<file path="src/rtl/rr_arbiter.sv">
// Round-robin arbiter with rotating priority, a per-ownership hold limit
// and a mandatory one-cycle gap between consecutive grants.
module rr_arbiter #(
    parameter int NUM_REQ  = 4,
    parameter int MAX_HOLD = 16,
    localparam int IDX_W   = $clog2(NUM_REQ)
) (
    input  logic               clk,
    input  logic               rst,
    input  logic [NUM_REQ-1:0] req,
    output logic [NUM_REQ-1:0] gnt,
    output logic               gnt_valid,
    output logic [IDX_W-1:0]   gnt_idx,
    output logic               hold_expired
);

    typedef enum logic [1:0] {
        S_IDLE,
        S_OWN,
        S_GAP
    } state_t;

    state_t             r_state;
    state_t             w_state_d;
    logic [IDX_W-1:0]   r_ptr;
    logic [7:0]         r_cnt;
    logic [NUM_REQ-1:0] r_gnt;
    logic               r_valid;
    logic [IDX_W-1:0]   r_idx;
    logic               r_exp;

    logic               w_any;
    logic [IDX_W-1:0]   w_win;
    logic [IDX_W:0]     w_cand;
    logic               w_rel;
    logic               w_lim;
    logic [IDX_W-1:0]   w_ptr_inc;

    logic [IDX_W-1:0]   w_ptr_d;
    logic [7:0]         w_cnt_d;
    logic [NUM_REQ-1:0] w_gnt_d;
    logic               w_valid_d;
    logic [IDX_W-1:0]   w_idx_d;
    logic               w_exp_d;

    // First set request in wrap-around order starting at the pointer
    always_comb begin
        w_any  = 1'b0;
        w_win  = '0;
        w_cand = '0;
        for (int i = 0; i < NUM_REQ; i++) begin
            w_cand = {1'b0, r_ptr} + (IDX_W+1)'(i);
            if (w_cand >= (IDX_W+1)'(NUM_REQ))
                w_cand = w_cand - (IDX_W+1)'(NUM_REQ);
            if (!w_any && req[w_cand[IDX_W-1:0]]) begin
                w_any = 1'b1;
                w_win = w_cand[IDX_W-1:0];
            end
        end
    end

    // Owner release / hold-limit conditions and the rotated pointer
    always_comb begin
        w_rel     = !req[r_idx];
        w_lim     = (r_cnt == 8'(MAX_HOLD - 1));
        w_ptr_inc = (r_idx == IDX_W'(NUM_REQ - 1)) ? '0 : r_idx + 1'b1;
    end

    // State register
    always_ff @(posedge clk) begin
        if (rst) r_state <= S_IDLE;
        else     r_state <= w_state_d;
    end

    // Next-state logic
    always_comb begin
        w_state_d = r_state;
        unique case (r_state)
            S_IDLE:  if (w_any) w_state_d = S_OWN;
            S_OWN:   if (w_rel || w_lim) w_state_d = S_GAP;
            S_GAP:   w_state_d = S_IDLE;
            default: w_state_d = S_IDLE;
        endcase
    end

    // Next values of the registered outputs, pointer and hold counter
    always_comb begin
        w_ptr_d   = r_ptr;
        w_cnt_d   = r_cnt;
        w_gnt_d   = r_gnt;
        w_valid_d = r_valid;
        w_idx_d   = r_idx;
        w_exp_d   = 1'b0;
        unique case (r_state)
            S_IDLE: begin
                if (w_any) begin
                    w_gnt_d        = '0;
                    w_gnt_d[w_win] = 1'b1;
                    w_valid_d      = 1'b1;
                    w_idx_d        = w_win;
                    w_cnt_d        = '0;
                end
            end
            S_OWN: begin
                if (w_rel || w_lim) begin
                    w_gnt_d   = '0;
                    w_valid_d = 1'b0;
                    w_ptr_d   = w_ptr_inc;
                    w_exp_d   = !w_rel;
                end else begin
                    w_cnt_d = r_cnt + 8'd1;
                end
            end
            default: begin
                w_gnt_d   = '0;
                w_valid_d = 1'b0;
            end
        endcase
    end

    // Datapath registers
    always_ff @(posedge clk) begin
        if (rst) begin
            r_ptr   <= '0;
            r_cnt   <= '0;
            r_gnt   <= '0;
            r_valid <= 1'b0;
            r_idx   <= '0;
            r_exp   <= 1'b0;
        end else begin
            r_ptr   <= w_ptr_d;
            r_cnt   <= w_cnt_d;
            r_gnt   <= w_gnt_d;
            r_valid <= w_valid_d;
            r_idx   <= w_idx_d;
            r_exp   <= w_exp_d;
        end
    end

    assign gnt          = r_gnt;
    assign gnt_valid    = r_valid;
    assign gnt_idx      = r_idx;
    assign hold_expired = r_exp;

endmodule

</file>
<file path="config.mk">
export PLATFORM = sky130hd
export DESIGN_NAME = rr_arbiter
export DESIGN_NICKNAME = d
export VERILOG_FILES = /design/src/rtl/rr_arbiter.sv
export SDC_FILE = /design/constraint.sdc
export NUM_CORES = 1
export LEC_CHECK = 0
export BUFFER_PORTS_ARGS = -buffer_cell sky130_fd_sc_hd__buf_2
export CORE_MARGIN = 1.5
export CORE_UTILIZATION = 49
export CTS_CLUSTER_SIZE = 25
export DETAILED_ROUTE_END_ITERATION = 16
export PLACE_DENSITY = 0.73
export SETUP_SLACK_MARGIN = 0.15
export SLEW_MARGIN = 0
export SYNTH_ARGS = -nofsm -noshare
export SYNTH_HDL_FRONTEND = slang
export SYNTH_SLANG_ARGS = --single-unit
</file>
<file path="constraint.sdc">
create_clock -name clk -period 1.6 [get_ports clk]
set_input_delay 0.24 -clock clk [delete_from_list [all_inputs] [get_ports clk]]
set_output_delay 0.24 -clock clk [all_outputs]
set_load 0.02 [all_outputs]
</file>
# Word level (Yosys, flattened, before mapping)
# Cells that the tools add are included.
[word_totals] register_bits=20 latch_bits=0 ram_bits=0 rom_bits=0 inputBits=6 out_inout_bits=8 elab_cells=88 memories=0
[op_classes] add_sub_neg=9 mul=0 div_mod_pow=0 order_cmp=11 n_eq_ne=6 shift=0 n_mux=37 bitwise=2 n_reduce_logical=16
[ops] op="2-to-1 mux 2 bit" count=11
[ops] op="< comparator 2 x 3 -> 1 bit (second input constant)" count=6
[ops] op="2-to-1 mux 8 bit" count=2
[ops] op="one-hot mux 8 bit (2 select lines)" count=1
[ops] op="2-to-1 mux 1 bit" count=12
[ops] op="binary-select mux 1 bit (select 2 bit)" count=5
[ops] op="greater-or-equal comparator 3 bit (second input constant)" count=3
[ops] op="adder 8 x 1 -> 8 bit (second input constant)" count=1
[ops] op="equality test 8 x 4 -> 1 bit (second input constant)" count=1
[ops] op="2-to-1 mux 4 bit" count=2
[ops] op="one-hot mux 4 bit (2 select lines)" count=1
[ops] op="subtractor 2 x 1 -> 2 bit (second input constant)" count=4
[ops] op="adder 2 x 2 -> 3 bit (second input constant)" count=2
[ops] op="!= test 2 bit (second input constant)" count=3
[ops] op="AND reduction 2 bit" count=3
[ops] op="logical AND 1 bit" count=4
[ops] op="zero test 1 bit" count=4
[ops] op="one-hot mux 2 bit (2 select lines)" count=1
[ops] op="adder 2 x 1 -> 3 bit (second input constant)" count=1
[ops] op="greater-or-equal comparator 2 x 3 -> 1 bit (second input constant)" count=1
[ops] op="AND reduction 3 bit" count=1
[ops] op="OR reduction 3 bit" count=1
[ops] op="adder 2 x 1 -> 2 bit (second input constant)" count=1
[ops] op="demux 1 bit (select 2 bit)" count=1
[ops] op="other kinds (8)" count=9

# Logic depth before layout (Yosys ltp)
# Gate-level depths: netlist of run 1.
[depth] word_depth=20 ltp_mapped=5 ltp_nobuf=5

# Least setup slack after synthesis of run 1
# OpenSTA, ideal clock, no wires.
[synth_timing] path_type="register to register" startpoint="register r_idx[0], in the netlist gnt_idx[0]" endpoint="register r_gnt[1], in the netlist gnt[1]" setup_ns=0.117 arrival_ns=1.549 required_time_ns=1.483 path_slack_ns=-0.067 path_stages_with_launch=5 path_buffers=0 period_less_slack_ns=1.667 cell_sequence="dfxtp_1 -> mux4_2 -> o211ai_4 -> a21oi_2 -> a32o_1"
[synth_between] elab_chain_cells=6
[synth_rtl] element="start: declaration" line_no="29" source="logic [IDX_W-1:0] r_idx;"
[synth_rtl] element="start signal: assignment" line_no="135" source="r_idx <= w_idx_d;"
[synth_rtl] element="binary-select mux 1 bit (select 2 bit)" line_no="64" source="w_rel = !req[r_idx];"
[synth_rtl] element="2-to-1 mux 1 bit (not written as such)" line_no="64"
[synth_rtl] element="zero test 1 bit" line_no="64"
[synth_rtl] element="logical OR 1 bit" line_no="105" source="if (w_rel || w_lim) begin"
[synth_rtl] element="!= test 2 bit (no line)"
[synth_rtl] element="AND reduction 2 bit (no line)"
[synth_rtl] element="end signal: assignment" line_no="133" source="r_gnt <= w_gnt_d;"
[synth_rtl] element="end: declaration" line_no="27" source="logic [NUM_REQ-1:0] r_gnt;"
# Every way passes these cells. The select of a mux whose other input is x is not followed.
# A chain may end at the register's enable or synchronous reset.

# Final worst setup path of run 1
[layout_timing] startpoint="register r_cnt[5]" endpoint="register r_cnt[1]"
[layout_between] elab_chain_cells=4
[layout_rtl] element="start: declaration" line_no="26" source="logic [7:0] r_cnt;"
[layout_rtl] element="start signal: assignment" line_no="132" source="r_cnt <= w_cnt_d;"
[layout_rtl] element="equality test 8 x 4 -> 1 bit" line_no="65" source="w_lim = (r_cnt == 8'(MAX_HOLD - 1));"
[layout_rtl] element="logical OR 1 bit" line_no="105"
[layout_rtl] element="!= test 2 bit (no line)"
[layout_rtl] element="AND reduction 3 bit (no line)"
# Every way passes these cells.

==> summary.txt, run 1 <==
Floorplan
  • Placeable core region: 1800 sq um
  • Core Rows: 15
  • Die width: 47.6 um
  • Die Area: 2260 sq um
  • Die Y: 47.6 um
  • Initial Util: 54.0%
  • I/O Pins: 14

Logic synthesis
  • Post-synth EDFFs: 0
  • Ranking of synthesized cells by area: dfxtp_1 (39%), a21oi_1 (4.1%), nand2_1 (3.1%)
  • Syn Nets: 115
  • Synthesized area: 973 sq um
  • Synth top area share: 39.1%
  • Post-Syn Instances: 107
  • Post-synth top cells: dfxtp_1 (19), a21oi_1 (8), nand2_1 (8), nor2_1 (8), nand3_1 (5)
  • Leading register cell type out of synthesis: dfxtp_1
  • Seq cells post-synth: 19
  • Async SR Flop Fraction: 0%
  • Synth warn: 0
  • Yosys cell types: 37
  • Most common cell in the netlist: dfxtp_1
  • Synth area leader: dfxtp_1
  • Register area share after synthesis: 39.1%
  • Mean Syn Cell Area: 9.10 sq um

Drt
  • DRC viols: 0
  • Pre-antenna DRT Iters: 4
  • WL/cell: 15.2 um
  • Routed Antenna Nets: 0
  • Vias per cell: 5.92
  • Initial drt markers: 23
  • Via count: 941
  • Final wirelength: 2420 um

Power and ir drop
  • Clk pwr share: 23.7%
  • Int Power: 695 uW
  • Combinational share of power: 25.1%
  • Sequential fraction of design power: 51.2%
  • Net Switching: 316 uW
  • Sw Ratio: 31.2%
  • Worst vdd ir: 505 uV
  • Lkg Pwr: 0.000505 uW
  • P per Cell Area: 809 nW/um^2

CTS
  • Reg clk slew, reported paths: 0.11 ns
  • Clk root buf: clkbuf_4
  • Clock Path Buffers: 2
  • CTS Buf Count: 3
  • Worst-skew pair later-pin latency: 0.30 ns
  • CTS tree: yes
  • CTS Hold Bufs: 0
  • CTS sink count: 19
  • H-tree Lvls: 1

Global route
  • Initial antenna violation count: 0
  • Vias in the first global route: 913
  • Largest net degree at the start of global routing: 12
  • Global-route wire length before repair: 3820 um
  • GRT Util Overall: 24.7%
  • Gr ovfl total: 0

Critical path
  • Crit path arrival time: 1.82 ns
  • Slowest stage delay, CP: 0.58 ns
  • Crit path max-delay cell type: or4_4
  • CP endpoint kind: flip-flop
  • Setup CP Type: flip-flop to flip-flop
  • Critical Path, Cell by Cell: or4_4 -> o211ai_4 -> buf_6 -> nand3_2 -> a21oi_2
  • Required @ worst endpoint: 1.84 ns
  • CP startpoint kind: flip-flop
  • Worst-path fanout max: 6

Timing
  • Tcrit/Tclk final: 98.8%
  • Post-route clock skew: 0.00776 ns
  • Max-Slew Margin vs Limit: 72.3%
  • Unrepaired setup endpoints after global routing: true
  • Final worst setup slack: 0.0195 ns
  • Final hold vios: 0
  • WHS: 0.260 ns
  • Tightest Pin Transition: 0.413 ns
  • Min cycle time layout: 1.58 ns
  • Achievable frequency: 633 MHz
  • Final setup violation count: 0
  • Max-slew violations: 0

Cells and area
  • Share of cells above drive strength 1: 38.8%
  • N_diodes: 0
  • Fin nets: 143
  • Area grow syn2layout: 28.4%
  • Layout Utilization: 69.4%

Status
  • Status: finished, final reports clean

Hold path
  • Hold Path Class: input port to flip-flop

Placed design
  • RD Place Congestion: 0.821
  • Post-place setup slack: -0.0281 ns
  • Post-detail-place hpwl: 1730 um
  • I/O Buffers: 13

Job
  • Max-cap violations: 0
==> power by group through the flow <==
stage / clock [uW] / sequential, uW / combinational [uW]
6_report: 239 / 518 / 254
5_1_grt: 271 / 521 / 276
4_1_cts: 257 / 516 / 228
3_5_place_dp: 0 / 526 / 218
3_3_place_gp: 0 / 525 / 212
2_1_floorplan: 0 / 542 / 123
==> path summary, 6_finish.rpt <==
kind	startpoint	to	slack (ns)	depth (start not counted)
worst max-delay path	r_cnt[5]$_SDFFE_PP0P_	r_cnt[1]$_SDFFE_PP0P_	0.02	5
worst max register to register	r_cnt[5]$_SDFFE_PP0P_	r_cnt[1]$_SDFFE_PP0P_	0.02	5
worst min-delay path	rst	r_cnt[1]$_SDFFE_PP0P_	0.26	2
worst min register to register	gnt[1]$_SDFFE_PP0P_	gnt[1]$_SDFFE_PP0P_	0.48	1
==> critical path: cells and delay by family, from the launching register on <==
kind / cells / cell delay [ns]
simple gates: 2 / 0.65
compound gates: 2 / 0.38
buf+inv: 1 / 0.15
flops: 1 / 0.33
==> cells by family after synthesis <==
group / after synthesis / synth area share, %
flip-flops: 19 / 39.1
adder cells (fa/ha/maj): 2 / 2.57
multiplexers: 3 / 4.37
AND/OR/NAND/NOR: 42 / 23.8
XOR/XNOR: 3 / 2.70
buffers and inverters: 7 / 2.96
AO/OA/AOI/OAI: 31 / 24.6
==> final cells by class <==
cell class / count / area, sq um
multi-input cells: 81 / 614
fillers: 151 / 552
flip-flops and latches: 19 / 388
repair buffers: 27 / 178
well taps: 25 / 31.3
clock buffers: 3 / 22.5
inverters: 3 / 11.3
clock inverters: 1 / 5.00
==> cell usage in the layout, fill, tap and decap left out, types with 2 or more instances in the layout <==
master	n
nand3_2	3
o31ai_1	2
a21oi_2	3
inv_1	3
ha_1	2
nand2_1	8
dfxtp_2	3
o2111ai_1	2
dfxtp_1	15
and3_1	3
a32o_1	2
nor2_1	8
or2_2	2
buf_2	13
mux2i_1	2
clkbuf_4	3
nand4_1	2
or4_1	2
buf_6	2
and2_1	4
buf_4	12
xor2_1	2
nand3_1	2
a21oi_1	5
o21ai_0	2
o21a_1	2
o2bb2ai_2	2
nor3_1	3
o21ai_2	2
o211ai_1	2
nand2b_1	2
==> through the flow <==
step	instances	area [sq um]	TNS [ns]	total power, uW
after global placement	150	1120	0	737
after detailed placement	150	1120	-0.0659	744
final	159	1250	0	1010
after global routing	159	1250	-0.181	1070
after floorplan	107	978	0	665
after CTS	158	1190	0	1000
==> state kept, by name (all words and copies together) (netlist names) <==
signal,cells
r_state,1
hold_expired,1
gnt,4
gnt_valid,1
r_ptr,2
gnt_idx,2
r_cnt,8
==> per-layer routing <==
layer	up-vias	share of wire, %	global-route usage (%)
li1	459	-	-
met2	27	51	41.9
met5	-	0	0
met1	451	44	28.4
met3	4	3.5	7.92
met4	0	1.7	10.8
==> repair_timing <==
item / CTS / global route
buffers inserted: 4 / 1
pin swaps: 3 / 6
gates cloned: 0 / 0
resized for setup: 1 / 13
setup endpoints to repair: 17 / 17
Note: power is estimated with default switching activity, not from simulation.
==> inputs of run 2 (changes only) <==
--- a/config.mk
+++ b/config.mk
@@ -11,7 +11,7 @@
 export CTS_CLUSTER_SIZE = 25
 export DETAILED_ROUTE_END_ITERATION = 16
 export PLACE_DENSITY = 0.73
-export SETUP_SLACK_MARGIN = 0.15
+export SETUP_SLACK_MARGIN = 0.4
 export SLEW_MARGIN = 0
 export SYNTH_ARGS = -nofsm -noshare
 export SYNTH_HDL_FRONTEND = slang
==> constraint.sdc (replaced) <==
create_clock -name clk -period 1.6 [get_ports clk]
set_input_delay 0.24 -clock clk [delete_from_list [all_inputs] [get_ports clk]]
set_output_delay 0.24 -clock clk [all_outputs]
set_load 0.05 [all_outputs]
==> summary.txt, run 2 (synthesized netlist as in run 1, its figures left out) <==
Critical path
  • Reg2reg start: gnt_idx[0]$_SDFFE_PP0P_
  • R2r setup slk: -0.007 ns
  • Crit path arrival time: 1.81 ns
  • Worst r2r dst: gnt[1]$_SDFFE_PP0P_
  • Family with the most delay on the worst path: multiplexers
  • Slowest stage delay, CP: 0.57 ns
  • Crit path max-delay cell type: mux4_2
  • CP endpoint kind: flip-flop
  • CP startpoint kind: flip-flop
  • Reg2reg path depth: 5
  • Critical Path, Cell by Cell: mux4_2 -> buf_6 -> o211ai_4 -> a21oi_4 -> a32o_1
  • Setup CP Type: flip-flop to flip-flop
  • Required @ worst endpoint: 1.80 ns
  • CP bufs+invs: 1
  • Worst-path fanout max: 4

Timing
  • Final worst setup slack: -0.00688 ns
  • Tcrit/Tclk final: 100%
  • Tightest Pin Transition: 0.361 ns
  • Final hold vios: 0
  • Unrepaired setup endpoints after global routing: true
  • Final setup violation count: 1
  • Post-route clock skew: 0.00586 ns
  • Achievable frequency: 622 MHz
  • Min cycle time layout: 1.61 ns
  • Max-Slew Margin vs Limit: 75.8%
  • Max-slew violations: 0

Hold path
  • Hold-critical path endpoint: gnt_valid$_SDFFE_PP0P_
  • Hold Crit Depth: 2
  • Hold Path Class: input port to flip-flop
  • Hold Startpoint: rst

Job
  • Max-cap violations: 0

Cells and area
  • Layout Utilization: 69.4%
  • N_diodes: 0
  • Post-route cell area: 1250 sq um
  • Most common cell after layout, fill and taps aside: buf_4
  • Most frequent cells in the layout: buf_4 (15), dfxtp_1 (14), buf_2 (11), nand2_1 (8), a21oi_1 (8)
  • Filler Cell Count: 152
  • Share of cells above drive strength 1: 35.3%
  • Biggest register: r_cnt
  • Number of flip-flops in the largest register: 8
  • Fin nets: 145
  • Area grow syn2layout: 28.4%

Drt
  • Final wirelength: 2110 um
  • WL/cell: 13.1 um
  • Routed Antenna Nets: 0
  • Vias per cell: 5.61
  • Via count: 903
  • Initial drt markers: 19
  • DRC viols: 0
  • Pre-antenna DRT Iters: 4

Floorplan
  • Die width: 47.6 um
  • I/O Pins: 14
  • Initial Util: 54.0%
  • Placeable core region: 1800 sq um
  • Die Y: 47.6 um
  • Die Area: 2260 sq um
  • Core Rows: 15

CTS
  • H-tree Lvls: 1
  • CTS sink count: 19
  • Reg clk slew, reported paths: 0.11 ns
  • CTS Buf Count: 3
  • Clk root buf: clkbuf_4
  • CTS Hold Bufs: 0
  • CTS tree: yes
  • Worst-skew pair later-pin latency: 0.30 ns
  • Clock Path Buffers: 2

Status
  • Failing checks: negative setup slack
  • Status: finished with violations

Global route
  • Initial antenna violation count: 0
  • Vias in the first global route: 802
  • Global-route wire length before repair: 3440 um
  • Gr ovfl total: 0
  • Largest net degree at the start of global routing: 11
  • GRT Util Overall: 21.7%

Power and ir drop
  • Worst vdd ir: 539 uV
  • Tot Pwr: 1050 uW
  • P per Cell Area: 840 nW/um^2
  • Lkg Pwr: 0.000511 uW

Placed design
  • Area post-placement: 1130 sq um
  • RD Place Congestion: 0.838
  • I/O Buffers: 13
  • Post-detail-place hpwl: 1560 um
  • Post-place setup slack: -0.0380 ns
## run 2: power by group
group	total, uW	internal, uW	switching (uW)
registers	515	497	18.2
logic	291	116	176
clock network	244	97.0	147
total	1050	710	340
## run 2: how the worst max path moves through the flow
stage	depth (start not counted)	to	start
final	5	gnt[1]$_SDFFE_PP0P_	gnt_idx[0]$_SDFFE_PP0P_
after detailed placement	4	gnt[1]$_SDFFE_PP0P_	r_cnt[4]$_SDFFE_PP0P_
after floorplan	4	gnt[1]$_SDFFE_PP0P_	gnt_idx[0]$_SDFFE_PP0P_
after global routing	5	gnt[3]$_SDFFE_PP0P_	gnt_idx[0]$_SDFFE_PP0P_
after global placement	4	gnt[1]$_SDFFE_PP0P_	r_cnt[4]$_SDFFE_PP0P_
after CTS	5	gnt[1]$_SDFFE_PP0P_	gnt_idx[0]$_SDFFE_PP0P_
## run 2: worst reg2reg max path: stages, from the launching register on
cell	delay [ns]
dfxtp_4	0.37
mux4_2	0.57
buf_6	0.17
o211ai_4	0.09
a21oi_4	0.10
a32o_1	0.22
## run 2: layer usage
metal  GRT usage [%]  share of wire (%)  up-vias
li1                -                  -      463
met1            31.4                 48      419
met2            32.7                 47       19
met3            4.53                4.6        2
met4            5.95               0.38        0
met5               0                  0        -
## run 2: timing repair
action / in CTS / in global routing
setup endpoints to repair: 19 / 20
pin swaps: 8 / 4
buffers inserted: 5 / 2
resized for setup: 7 / 5
## run 2: through the flow
stage / cells / setup TNS [ns] / hold slack [ns]
4_1_cts: 159 / 0 / 0.237
5_1_grt: 161 / -0.177 / 0.254
3_3_place_gp: 150 / -0.0310 / 0.446
6_report: 161 / -0.00688 / 0.240
3_5_place_dp: 150 / -0.0737 / 0.447
2_1_floorplan: 107 / 0 / 0.461
## run 2: cell type report
cell class                 instances  area [sq um]  area share [%]
multi-input combinational         81           583            46.6
sequential                        19           397            31.7
timing repair buffer              29           201            16.1
tap                               25          31.3            2.50
clock buffer                       4          26.3            2.10
inverter                           3          11.3           0.901
